### config.mk
export PLATFORM = sky130hd
export DESIGN_NAME = mem_arbiter
export DESIGN_NICKNAME = d
export VERILOG_FILES = /design/src/rtl/mem_arbiter.sv
export SDC_FILE = /design/constraint.sdc
export NUM_CORES = 1
export LEC_CHECK = 0
export BUFFER_PORTS_ARGS = -buffer_cell sky130_fd_sc_hd__buf_2
export CORE_ASPECT_RATIO = 0.8
export CORE_UTILIZATION = 26
export CTS_BUF_LIST = sky130_fd_sc_hd__clkbuf_16
export CTS_CLUSTER_SIZE = 12
export DETAILED_ROUTE_END_ITERATION = 10
export GPL_TIMING_DRIVEN = 0
export PLACE_DENSITY_LB_ADDON = 0.1
export SLEW_MARGIN = 0
export SYNTH_ARGS = -nofsm -noshare
export SYNTH_HDL_FRONTEND = slang
export SYNTH_SLANG_ARGS = --single-unit
### constraint.sdc
create_clock -name clk -period 5.96 [get_ports clk]
set_clock_uncertainty 0.15 [all_clocks]
set_input_delay 0 -clock clk [delete_from_list [all_inputs] [get_ports clk]]
set_output_delay 0 -clock clk [all_outputs]
set_load 0.005 [all_outputs]
### src/rtl/mem_arbiter.sv
// mem_arbiter: two-requester arbiter in front of a single-port 64-bit memory.
// The fetch port reads 32-bit words (two per memory word, selected by i_addr[0]).
// The data port does 64-bit loads and stores. Only one transaction is in flight.
// Grants, m_en and the memory command are combinational in the IDLE cycle.
// Read data is returned through registered rvalid/rdata outputs.
// Note: rst_n is active-high (1 = reset asserted); the name is kept for drop-in use.
module mem_arbiter #(
  parameter int unsigned addr_bits  = 6,
  parameter int unsigned mem_lat    = 2,
  parameter int unsigned starve_max = 3
) (
  input  logic                 clk,
  input  logic                 rst_n,
  input  logic                 i_req,
  input  logic [addr_bits-1:0] i_addr,
  output logic                 i_gnt,
  output logic                 i_rvalid,
  output logic [31:0]          i_rdata,
  input  logic                 d_req,
  input  logic                 d_we,
  input  logic [addr_bits-1:0] d_addr,
  input  logic [63:0]          d_wdata,
  output logic                 d_gnt,
  output logic                 d_rvalid,
  output logic [63:0]          d_rdata,
  output logic                 m_en,
  output logic                 m_we,
  output logic [addr_bits-1:0] m_addr,
  output logic [63:0]          m_wdata,
  input  logic [63:0]          m_rdata
);

  localparam int unsigned SW = (starve_max < 1) ? 1 : $clog2(starve_max + 1);
  localparam logic [SW-1:0] STARVE_LIM = SW'(starve_max);
  localparam logic [2:0]    LAT_END    = 3'(mem_lat);

  typedef enum logic {IDLE, BUSY} state_t;

  state_t        state;
  logic [2:0]    lat_cnt;
  logic [SW-1:0] starve_cnt;
  logic          pend_read;
  logic          pend_fetch;
  logic          pend_half;
  logic          grant_i;
  logic          grant_d;

  // Arbitration: data has priority unless fetch has lost starve_max times in a row.
  // Grants are suppressed while reset is asserted so every output reads 0.
  always_comb begin
    grant_i = 1'b0;
    grant_d = 1'b0;
    if (!rst_n && state == IDLE) begin
      if (i_req && d_req) begin
        if (starve_cnt == STARVE_LIM) grant_i = 1'b1;
        else                          grant_d = 1'b1;
      end else if (i_req) begin
        grant_i = 1'b1;
      end else if (d_req) begin
        grant_d = 1'b1;
      end
    end
  end

  // Memory command steered from the granted requester; idle command is all zero.
  always_comb begin
    i_gnt   = grant_i;
    d_gnt   = grant_d;
    m_en    = grant_i | grant_d;
    m_we    = grant_d & d_we;
    m_addr  = '0;
    m_wdata = '0;
    if (grant_i) begin
      m_addr = {1'b0, i_addr[addr_bits-1:1]};
    end else if (grant_d) begin
      m_addr = d_addr;
      if (d_we) m_wdata = d_wdata;
    end
  end

  // Transaction FSM: latch ownership at grant, count latency, capture read data.
  always_ff @(posedge clk or posedge rst_n) begin
    if (rst_n) begin
      state      <= IDLE;
      lat_cnt    <= '0;
      starve_cnt <= '0;
      pend_read  <= 1'b0;
      pend_fetch <= 1'b0;
      pend_half  <= 1'b0;
      i_rvalid   <= 1'b0;
      d_rvalid   <= 1'b0;
      i_rdata    <= '0;
      d_rdata    <= '0;
    end else begin
      i_rvalid <= 1'b0;
      d_rvalid <= 1'b0;
      case (state)
        IDLE: begin
          if (grant_i || grant_d) begin
            state      <= BUSY;
            lat_cnt    <= 3'd1;
            pend_fetch <= grant_i;
            pend_read  <= grant_i | ~d_we;
            pend_half  <= grant_i & i_addr[0];
            if (grant_i) begin
              starve_cnt <= '0;
            end else if (i_req && starve_cnt != STARVE_LIM) begin
              starve_cnt <= starve_cnt + 1'b1;
            end
          end
        end
        BUSY: begin
          if (lat_cnt == LAT_END) begin
            state   <= IDLE;
            lat_cnt <= '0;
            if (pend_read) begin
              if (pend_fetch) begin
                i_rvalid <= 1'b1;
                i_rdata  <= pend_half ? m_rdata[63:32] : m_rdata[31:0];
              end else begin
                d_rvalid <= 1'b1;
                d_rdata  <= m_rdata;
              end
            end
          end else begin
            lat_cnt <= lat_cnt + 3'd1;
          end
        end
        default: state <= IDLE;
      endcase
    end
  end

endmodule

# Word level (Yosys, flattened, before mapping)

Index checks and enable logic that the tools add are counted.

Bitwise gates (word level): 7
Reductions and logical operators: 10
$add $sub $neg: 2
Equal/unequal tests: 4
Muxes and demuxes: 31

Operators by type and width:

| operator                                             | count |
|---|---|
| 2-to-1 mux 64 bit                                    | 3 |
| 2-to-1 mux 32 bit                                    | 1 |
| 2-to-1 mux 1 bit                                     | 19 |
| 2-to-1 mux 6 bit                                     | 2 |
| AND reduction 4 bit                                  | 2 |
| 2-to-1 mux 3 bit                                     | 2 |
| one-hot mux 3 bit (2 select lines)                   | 1 |
| 2-to-1 mux 2 bit                                     | 2 |
| adder 3 x 1 -> 3 bit (second input constant)         | 1 |
| equality test 3 x 2 -> 1 bit (second input constant) | 1 |
| logical AND 1 bit                                    | 3 |
| inverter 1 bit                                       | 3 |
| AND reduction 3 bit                                  | 1 |
| adder 2 x 1 -> 2 bit (second input constant)         | 1 |
| AND 1 bit                                            | 2 |
| equality test 2 bit (second input constant)          | 1 |
| != test 2 x 1 -> 1 bit (second input constant)       | 1 |
| != test 2 bit (second input constant)                | 1 |
| OR 1 bit                                             | 2 |
| one-hot mux 1 bit (2 select lines)                   | 1 |
| AND reduction 2 bit                                  | 1 |
| nonzero test 2 bit                                   | 1 |
| logical NOT 1 bit                                    | 1 |
| logical OR 1 bit                                     | 1 |

Register bits after elaboration: 107
Output and inout port bits: 172

# Longest topological paths before layout

Word-level depth: 7
Gate-level depth with buffers: 6

# Least setup slack after synthesis

No wires, ideal clock.

Kind: register to register
Start point: register lat_cnt[0]
End point: register d_rdata[10]
Stages on the path, launching flop included: 6
Clock period less this slack: 1.894 ns
Library setup time: 0.127 ns
Required time: 5.683 ns
Path slack: 4.066 ns
Data arrival time: 1.617 ns
Path buffers: 2
Path through: dfrtp_1 -> or3b_4 -> nor4_4 -> buf_6 -> buf_6 -> mux2_1

Word-level cells in the longest chain between the ends: 2

Ends and longest elaborated chain:

| what                                 | line | RTL |
|---|---|---|
| start: declaration                   | 40   | `logic [2:0] lat_cnt;` |
| start signal: assignment             | 126  | `lat_cnt <= lat_cnt + 3'd1;` |
| equality test 3 x 2 -> 1 bit         | 113  | `if (lat_cnt == LAT_END) begin` |
| AND reduction 4 bit (no source line) | -    |  |
| end signal: assignment               | 122  | `d_rdata <= m_rdata;` |
| end: declaration                     | 25   | `output logic [63:0] d_rdata,` |

Every way passes these cells.
A chain may end at the register's enable or synchronous reset.

# Worst setup path after layout

Start point: register state
End point: output m_wdata[50]

Word-level cells in the longest chain between the ends: 5

Ends and longest elaborated chain:

| what                              | line | RTL |
|---|---|---|
| start: declaration                | 39   | `state_t state;` |
| start signal: assignment          | 84   | `state <= IDLE;` |
| start signal: assignment          | 100  | `state <= BUSY;` |
| start signal: assignment          | 114  | `state <= IDLE;` |
| inverter 1 bit (no source line) * | -    |  |
| logical AND 1 bit *               | 53   | `if (!rst_n && state == IDLE) begin` |
| 2-to-1 mux 1 bit                  | 53   |  |
| 2-to-1 mux 64 bit                 | 75   | `end else if (grant_d) begin` |
| 2-to-1 mux 64 bit *               | 73   | `if (grant_i) begin` |
| end: declaration                  | 29   | `output logic [63:0] m_wdata,` |

Every way passes the cells marked *; elsewhere a longest branch is shown, timed or not.

==> out/qor.yml <==
status: "finished clean"
cts_sinks: 107
clk_latency_ps: 350
ff2ff_setup_slack_ps: 3780
worst-r2r-cell-count: 4
dr.pass1.iters: 4
n_antenna_cell: 0
yosys.area.top_type_share_pct: 53.0
drc: 0
vias_per_cell: 4.16
r2r-end: "i_rdata[16]$_DFFE_PP0P_"
rsz0062_at_grt: "no"
post-dp-hpwl_microns: 11700
cts_buffer_depth: 2
numCtsBuffers: 9
synth-edff-count: 0
fp-row-count: 45
power_density_nw_per_um2: 386
r2r_start: "pend_half$_DFFE_PP0P_"
synthTopCellsByArea: "dfrtp_1 (53%), mux2_2 (18%), mux2_1 (11%)"
async_reset_ff_share_pct: 100
leakage_nw: 4.15
clkTransAtPathRegs_ps: 80
overflow: 0
crit_chain: "buf_2, or3b_4, a211oi_2, buf_4, clkbuf_2, and2_1, buf_2"
fin_crit_ps: 2440
io_pins: 317
ctsRootBufferMaster: "clkbuf_16"
yosysSeqAreaShare_pct: 53.0
maxSlewHeadroom_pct: 53.8
critical_path.startpoint: "state$_DFF_PP0_"
dieArea_sq_um: 20000
synth_top_area_cell: "dfrtp_1"
arrival_ps: 2290
synthFlopType: "dfrtp_1"
hold_viol: 0
drive_gt1_share_pct: 56.2
setup_viol: 0
syn-cell-area_sq_um: 5050
setup_tns_ps: 0
final_nets: 918
place_ws_ps: 3690
crit_required_ps: 5810
grt_start_max_net_pins: 59
synthCells: 375
tightest_slew_ps: 693
hold_slack_ps: 10.4
worst-setup-path-type: "reg -> out"
antenna_found_initial: 0
wire_per_inst_microns: 14.9
peakVddDrop_mv: 0.171
worstHoldStart: "d_req"
drv_cap: 0
critical_path.top_delay_family: "buffers and inverters"
slowest_stage: "or3b_4"
setup_ws_ps: 3520
core_area_sq_um: 19000
max_freq_ghz: 0.410
fin_cells: 1034
ys_warn_count: 0
syn_nets: 522
yosysMostFrequentCell: "dfrtp_1"
first_global_vias: 4377
start_util_pct: 26.6
dr_total_vias: 4305
drtIter0Drc: 149
crit_path_frequent_cell: "buf_2"
area_growth_pct: 58.3
cp-start-kind: "flop"
ys_ff_latch: 107
total_power_mw: 3.09
gr-usage-all-layers_pct: 15.3
die_w_microns: 158
crit_path_end_kind: "primary output"
cts_tree: "yes"
post_cts_resized: 0
max_stage_delay_ps: 420
cp.buffers_inverters: 4
place_inst: 950
ant_nets: 0
syn_avg_cell_area_sq_um: 13.5
worst-path-max-fanout: 10
fill_cells: 1877
synth_common_cells: "dfrtp_1 (107), mux2_2 (79), and2_1 (65)"
hold_class: "in -> reg"
grt_pass1_wl_microns: 23300
die_h_microns: 127
min_to: "pend_fetch$_DFFE_PP0P_"
port_buffers: 316
hold_path_depth: 4
htree_levels: 3
routed_wl_microns: 15400
place_congestion: 0.735
synth_cell_types: 35
fin_crit_sh_pct: 40.9
slew_violations: 0
==> power by group <==
part | total (mW) | internal [mW] | switching [mW]
Combinational | 1.18 | 0.673 | 0.508
Sequential | 1.26 | 1.08 | 0.177
Clock | 0.645 | 0.342 | 0.303
==> per-stage QoR <==
stage | utilization, % | cell area, sq um
finish | 42.1 | 7990
global route | 42.1 | 7990
CTS | 42.1 | 7990
detailed placement | 36.8 | 6980
global placement | 36.6 | 6950
floorplan | - | 5050
==> layout make-up <==
| type | count | area, sq um | area share [%] |
|---|---|---|---|
| Buffer | 23 | 166 | 2.08 |
| Clock buffer | 9 | 225 | 2.82 |
| Clock inverter | 7 | 103 | 1.28 |
| Inverter | 6 | 25.0 | 0.313 |
| Multi-Input combinational cell | 239 | 2180 | 27.3 |
| Sequential cell | 107 | 2680 | 33.5 |
| Tap cell | 258 | 323 | 4.04 |
| Timing Repair Buffer | 385 | 2290 | 28.7 |
==> repair_timing <==
| item | in CTS | in global routing |
|---|---|---|
| endpoints found under the hold margin | 149 | 0 |
| hold buffers | 68 | 0 |
| buffers inserted | 0 | 0 |
==> placed cells by master (no fill, tap or decap), drive strengths merged, types with 2 or more instances in the layout <==
cell / count
nor2: 3
dlygate4sd3: 68
clkinv: 2
dfrtp: 107
or3b: 2
inv: 10
and3: 2
mux2: 128
nand2b: 2
ha: 2
o21ai: 4
and2: 65
nand2: 7
a21oi: 3
buf: 329
clkbuf: 20
a22o: 6
==> logic make-up (layout without fill, tap and decap cells) <==
group | after synthesis | after routing | share of synthesized area [%]
fa+ha+maj | 2 | 2 | 0.496
mux | 128 | 128 | 28.6
simple gates | 87 | 87 | 11.0
compound gates | 21 | 21 | 3.05
buf+inv | 29 | 430 | 3.74
flops | 107 | 107 | 53.0
xor+xnor | 1 | 1 | 0.174
==> per-layer routing <==
layer | wire [microns] | track usage [%] | vias up
met1 | 7200 | 20.8 | 2063
met4 | 135 | 3.77 | 0
met3 | 1040 | 4.10 | 11
met2 | 7010 | 23.9 | 141
met5 | 0 | 0 | -
li1 | - | - | 2090
==> worst register-to-register path, delay by kind of cell, from the launching register on <==
| family | cells | cell delay [ps] |
|---|---|---|
| buffers and inverters | 2 | 920 |
| DFF | 1 | 320 |
| muxes | 2 | 670 |
==> worst max path at each step <==
stage / to / slack [ps] / cells past startpoint
after global routing: m_wdata[50] / 3400 / 7
after CTS: m_wdata[50] / 3510 / 7
after global placement: d_rdata[30]$_DFFE_PP0P_ / 1500 / 2
final: m_wdata[50] / 3520 / 7
after detailed placement: i_rdata[14]$_DFFE_PP0P_ / 3690 / 4
after floorplan: d_rdata[0]$_DFFE_PP0P_ / 2990 / 1
==> state kept, by name, indices dropped and copies added, names as in the netlist <==
register    flops
i_rvalid        1
state           1
pend_fetch      1
pend_read       1
d_rvalid        1
pend_half       1
d_rdata        64
lat_cnt         3
i_rdata        32
starve_cnt      2
(Power assumes the default switching activity.)
